## config.mk

```make
export PLATFORM = sky130hd
export DESIGN_NAME = mux_share_arbiter
export DESIGN_NICKNAME = d
export VERILOG_FILES = /design/src/rtl/mux_share_arbiter.sv
export SDC_FILE = /design/constraint.sdc
export NUM_CORES = 1
export LEC_CHECK = 0
export CORE_MARGIN = 4
export CORE_UTILIZATION = 42
export DETAILED_ROUTE_END_ITERATION = 8
export PLACE_DENSITY = 0.68
export SLEW_MARGIN = 20
export SYNTH_ARGS = -nofsm -noshare
export SYNTH_HDL_FRONTEND = slang
export SYNTH_SLANG_ARGS = --single-unit
```

## constraint.sdc

```tcl
create_clock -name clk -period 2 [get_ports clk]
set_input_delay 0.4 -clock clk [delete_from_list [all_inputs] [get_ports clk]]
set_output_delay 0.4 -clock clk [all_outputs]
set_load 0.01 [all_outputs]
```

## src/rtl/mux_share_arbiter.sv

```systemverilog
// mux_share_arbiter: two-requester round-robin arbiter sharing one 2:1 mux and a registered output channel
module mux #(
  parameter int WIDTH = 1
) (
  input  logic [WIDTH-1:0] a,
  input  logic [WIDTH-1:0] b,
  input  logic             s,
  output logic [WIDTH-1:0] y
);
  assign y = s ? b : a;
endmodule

module mux_share_arbiter #(
  parameter int WIDTH    = 1,
  parameter int MAX_HOLD = 4
) (
  input  logic             clk,
  input  logic             rst_n,
  input  logic             req_a,
  input  logic [WIDTH-1:0] data_a,
  input  logic             req_b,
  input  logic [WIDTH-1:0] data_b,
  output logic             ack_a,
  output logic             ack_b,
  output logic             sel,
  output logic [WIDTH-1:0] out_data,
  output logic             out_valid,
  input  logic             out_ready,
  output logic             busy
);
  localparam int CW = $clog2(MAX_HOLD) + 1;
  localparam logic [CW-1:0] LIM = CW'(MAX_HOLD - 1);
  typedef enum logic [1:0] {IDLE, GNT_A, GNT_B} state_t;
  state_t state_q, state_d;
  logic sel_q, sel_d, last_q, last_d, valid_q, valid_d, space;
  logic [WIDTH-1:0] data_q, data_d, mux_y;
  logic [CW-1:0] cnt_q, cnt_d;
  mux #(.WIDTH(WIDTH)) u_mux (.a(data_a), .b(data_b), .s(sel_q), .y(mux_y));
  // last_q: 0 = A served last, 1 = B served last
  always_ff @(posedge clk or negedge rst_n) begin
    if (!rst_n) begin
      state_q <= IDLE;
      sel_q   <= 1'b0;
      last_q  <= 1'b1;
      cnt_q   <= '0;
      data_q  <= '0;
      valid_q <= 1'b0;
    end else begin
      state_q <= state_d;
      sel_q   <= sel_d;
      last_q  <= last_d;
      cnt_q   <= cnt_d;
      data_q  <= data_d;
      valid_q <= valid_d;
    end
  end
  always_comb begin
    state_d = state_q;
    last_d  = last_q;
    cnt_d   = cnt_q;
    case (state_q)
      IDLE:
        if (req_a && req_b) state_d = last_q ? GNT_A : GNT_B;
        else if (req_a) state_d = GNT_A;
        else if (req_b) state_d = GNT_B;
      GNT_A:
        if (!req_a) begin
          last_d  = 1'b0;
          cnt_d   = '0;
          state_d = req_b ? GNT_B : IDLE;
        end else if (ack_a) begin
          cnt_d = (cnt_q == LIM) ? '0 : cnt_q + 1'b1;
          if (cnt_q == LIM && req_b) begin
            last_d  = 1'b0;
            state_d = GNT_B;
          end
        end
      GNT_B:
        if (!req_b) begin
          last_d  = 1'b1;
          cnt_d   = '0;
          state_d = req_a ? GNT_A : IDLE;
        end else if (ack_b) begin
          cnt_d = (cnt_q == LIM) ? '0 : cnt_q + 1'b1;
          if (cnt_q == LIM && req_a) begin
            last_d  = 1'b1;
            state_d = GNT_A;
          end
        end
      default: state_d = IDLE;
    endcase
    sel_d = (state_d == GNT_B) ? 1'b1 : (state_d == GNT_A) ? 1'b0 : sel_q;
  end
  always_comb begin
    space   = !valid_q || out_ready;
    ack_a   = (state_q == GNT_A) && req_a && space;
    ack_b   = (state_q == GNT_B) && req_b && space;
    data_d  = (ack_a || ack_b) ? mux_y : data_q;
    valid_d = ack_a || ack_b || (valid_q && !out_ready);
    busy    = state_q != IDLE;
  end
  assign sel       = sel_q;
  assign out_data  = data_q;
  assign out_valid = valid_q;
endmodule

```

Word-level counts from Yosys, hierarchy flattened
Cells that the tools add are included.

operators by class
  add/subtract/negate cells = 1
  reductions and logical operators = 19
  equality and inequality tests = 9
  muxes and demuxes = 29

operator list
  operator                                              count
  2-to-1 mux 2 bit                                      11
  2-to-1 mux 3 bit                                      5
  inequality test 3 bit (second input constant)         4
  2-to-1 mux 1 bit                                      10
  logical AND 1 bit                                     8
  case mux 2 bit (3 select lines)                       1
  case mux 3 bit (2 select lines)                       1
  nonzero test 2 bit                                    3
  AND reduction 5 bit                                   1
  equality test 2 x 1 -> 1 bit (second input constant)  2
  equality test 2 bit (second input constant)           2
  adder 3 x 1 -> 3 bit (second input constant)          1
  equality test 3 x 2 -> 1 bit (second input constant)  1
  logical OR 1 bit                                      3
  AND reduction 3 bit                                   1
  zero test 1 bit                                       2
  zero test 2 bit                                       1
  case mux 1 bit (2 select lines)                       1

word-level totals
  bits of input ports = 7
  logic and storage cells = 64
  register bits after elaboration = 9

Logic depth before layout (Yosys ltp)
  word-level depth = 9
  mapped depth = 7

By module
Synthesis repeated with hierarchy kept, for this count alone.

unflattened totals
  cells, all modules = 57
  area, all modules = 601.8 um^2

modules (own cells, without submodules)
  module             instances  cells an instance  area each (um^2)
  mux_share_arbiter  1          56                 586.8
  mux                1          1                  15.0

Least setup slack after synthesis
Ideal clock, no wire load.

  path kind = register to register
  start point = register cnt_q[0]
  end point = register sel_q (netlist: sel)
  stages on the path, launching flop included = 8
  arrival = 1759 ps
  path buffers = 0
  setup slack = 116 ps
  setup time = 125 ps
  period minus slack after synthesis = 1884 ps
  cells stage by stage = dfrtp_1 ha_1 nor2b_2 nand2_2 mux2i_1 a221oi_1 ha_1 mux2_2

on the way
  word-level cells in the longest chain between the ends = 8

RTL lines
  item                                                                 line    text
  from (decl)                                                          37      logic [CW-1:0] cnt_q, cnt_d;
  from (signal assigned)                                               52      cnt_q <= cnt_d;
  equality test 3 x 2 -> 1 bit (*)                                     73, 85
  logical AND 1 bit (on tied branches)                                 85, 73
  2-to-1 mux 2 bit (on tied branches)                                  85, 73
  2-to-1 mux 2 bit (on tied branches)                                  83, 71
  2-to-1 mux 2 bit (on tied branches)                                  79, 67
  case mux 2 bit (3 select lines) (*)                                  61      case (state_q)
  net state_d[1]                                                       34      state_t state_q, state_d;
  equality test 2 bit or equality test 2 x 1 -> 1 bit (tied branches)  92      sel_d = (state_d == GNT_B) ? 1'b1 : (state_d == GNT_A) ? 1'b0 : sel_q;
  2-to-1 mux 1 bit or nonzero test 2 bit (tied branches)               -
  to (signal assigned)                                                 50      sel_q <= sel_d;
  to (decl)                                                            35      logic sel_q, sel_d, last_q, last_d, valid_q, valid_d, space;

The timed path passes the listed nets; every way through them passes the cells marked *.
A chain may end at the register's enable or synchronous reset.

Worst setup path in the final report
  start point = input out_ready
  end point = register sel_q (netlist: sel)

on the way
  word-level cells in the longest chain between the ends = 7

RTL lines
  item                                                                 line    text
  from (decl)                                                          28      input logic out_ready,
  logical OR 1 bit (*)                                                 95      space = !valid_q || out_ready;
  logical AND 1 bit (on tied branches)                                 97, 96
  2-to-1 mux 2 bit (on tied branches)                                  83, 71
  2-to-1 mux 2 bit (on tied branches)                                  79, 67
  case mux 2 bit (3 select lines) (*)                                  61
  equality test 2 bit or equality test 2 x 1 -> 1 bit (tied branches)  92
  2-to-1 mux 1 bit or nonzero test 2 bit (tied branches)               -

Mark *: on every way between the ends. The rest lies on a longest branch, timed or not.

==> results.md <==
- DIE AREA: between 1500 and 2000 µm²
- HPWL after detailed placement: 932 µm
- Vias/cell: 5.17
- Detail Route Antenna Nets: 0
- Fin crit period: 1930 ps
- Final WS setup: 72.6 ps
- GRT Util Overall: 14.9%
- Fin nets: ~90
- Detailed-route via count: roughly 500
- Die height: 44.6 µm
- Area Growth Syn to Fin: 43.6%
- Drt pass-1 iters: 4
- Leading area contributor after synthesis: dfrtp_1
- Max FO, Critical Path: 4
- Vias in the first global route: ~490
- Largest net degree at the start of global routing: 10
- Final WL: about 1200 µm
- Detailed Route Iter0 Violations: 2
- CTS root buf: clkbuf_4
- Adder-cell area share of the yosys netlist: 4.44%
- Clk_lat worst skew: 250 ps
- RSZ-0062 raised after global routing: no
- CP Launch Type: input pin
- Largest family of logic cells by synthesized area: compound AO/OA/AOI/OAI gates
- Core Region: 1190 µm²
- N_diodes: 0
- Element type at the critical path end: flop
- CTS max path bufs: 2
- CTS tree: yes
- Rel. slew slack: 73.1%
- I/O Buffers: 12
- Starting Density: between 40% and 50%
- Netlist Area Pre-Place: 563 µm²
- Hold Crit Class: input pin to asynchronous set/reset pin
- Global-route wire length before repair: 2150 µm
- I/O pin cnt: 13
- Syn Inst Count: 57
- Most frequent cell after synthesis: dfrtp_1
- EDFF count, synth: 0
- Multiplexer share of the synthesized area: 9.11%
- Clock Skews: 0.255 ps
- TritonCTS buffer count: 3
- Maxcap violations: 0
- Final setup violation count: 0
- WP data arrival: 2070 ps
- Max-slew violations: 0
- Leak Pwr: 0.000412 µW
- Simple logic cell fraction of the synthesized area: between 10% and 20%
- CP Class: input pin to flop
- Synth Area in Compound Gates: between 20% and 30%
- Utilization after layout: 68.1%
- Pre-CTS WS: -254 ps
- Final Hold Viols: 0
- Synth top area share: 35.6%
- Worst-path clk slew: ~60 ps
- PD cells: 968 nW/µm²
- Share of layout cells above drive strength 1: 30.5%
- Synth Warn #: 0
- Worst EP required: 2140 ps
- Maximum VDD drop: 0.613 mV
- FILL cells: ~120
- Syn nets: 66
- Initial antenna violation count: 0
- Unique cell type count in the Yosys netlist: 29
- Tightest Pin Transition: 402 ps
- Register area share after synthesis: 40.2%
- Std-Cell Rows: 12
- Overflow left after global routing: 0
- Post-route DRC: 0
- Tcrit/Tclk final: 96.4%
- Synth Flop Type: dfrtp_1
- Chip width: 44.6 µm
- GP Congestion: 0.766
- Synth cell count leaders: dfrtp_1 (8), a21oi_1 (6), nand2_1 (6)
- Status: finished, final reports clean
- H-tree Lvls: 1
- Post-Synth XOR/XNOR Area: 1.56%
- Max frequency: 519 MHz
- Avg Synthesized Cell Area: 9.88 µm²
- Yosys reg bits: 9
- Final setup TNS: 0 ps
- Ys async rst share: 100%
- Drt wl/cell: ~12 µm
- CTS Sinks: 9
- Top cells by area, synth: dfrtp_1 (36%), mux2i_1 (7.1%), a21oi_1 (5.3%)
-- registers in the layout, indices dropped and copies added, names as in the netlist --
name       flops
out_data       1
state_q        2
out_valid      1
cnt_q          3
last_q         1
sel            1
-- path summary, 6_finish.rpt --
check                      startpoint        to  slack, ps  cells past startpoint
hold reg to reg              cnt_q[1]  cnt_q[1]        510                      2
hold / removal                  rst_n  cnt_q[0]        440                      1
max in group asynchronous       rst_n    last_q       1240                      1
min in group clk             cnt_q[1]  cnt_q[1]        510                      2
setup / recovery            out_ready       sel         70                      6
setup reg to reg             cnt_q[1]       sel        100                      6
-- routing by layer --
layer	track usage, %	wire, µm	share of wire (%)
met4	9.04	6	0.51
met2	23.5	541	46
met3	2.44	52	4.5
met5	0	0	0
met1	18.8	565	48
-- metrics by stage --
stage               hold WS, ps  instances  total power (µW)  area, µm²
floorplan                   104         57               485        563
global placement            476         92               637        768
detailed placement          496         92               646        768
CTS                         442         96               790        797
global route                457         96               856        808
finish                      438         96               782        808
-- logic make-up (layout without fill, tap and decap cells) --
family                   after synthesis  in the layout
adder cells (fa/ha/maj)                2              2
AND/OR/NAND/NOR                       16             16
buffers and inverters                  6             31
multiplexers                           5              5
AO/OA/AOI/OAI                         18             18
flip-flops                             9              9
XOR/XNOR                               1              1
-- worst max-delay path: stages --
cell and delay [ps]:
clkdlybuf4s50_1 490, nand2b_4 140, nand2_2 80, a311o_1 360, ha_1 280, mux2_2 320
-- power breakdown --
| part | leakage, µW | switching (µW) | internal, µW |
|---|---|---|---|
| Clock | 0.0000150 | 60.2 | 76.7 |
| Sequential | 0.000114 | 51.4 | 239 |
| Combinational | 0.000283 | 153 | 202 |
| Total | 0.000412 | 265 | 517 |
-- layout by cell type (no fill, tap or decap), types with 2 or more instances in the layout --
cell type,instances
buf_4,11
a21oi_1,6
clkbuf_4,3
clkdlybuf4s50_1,9
dfrtp_1,8
nand2_1,6
mux2i_1,4
nor2_1,2
ha_1,2
o21ai_1,4
inv_1,2
inv_2,2
dlygate4sd2_1,2
-- area by class of cell --
cell class / instances / area (µm²) / area share (%)
repair buffers: 23 / 203 / 25.1
inverters: 4 / 15.0 / 1.86
well taps: 14 / 17.5 / 2.17
clock buffers: 4 / 26.3 / 3.25
flip-flops and latches: 9 / 226 / 28.0
multi-input cells: 42 / 320 / 39.6
-- repair_timing --
| item | CTS | global route |
|---|---|---|
| setup buffers | 0 | 0 |
| setup endpoints to repair | 3 | 2 |
| hold buffers | 0 | 0 |
| resized for setup | 3 | 3 |
No activity file was read; power rests on OpenSTA's default activity.
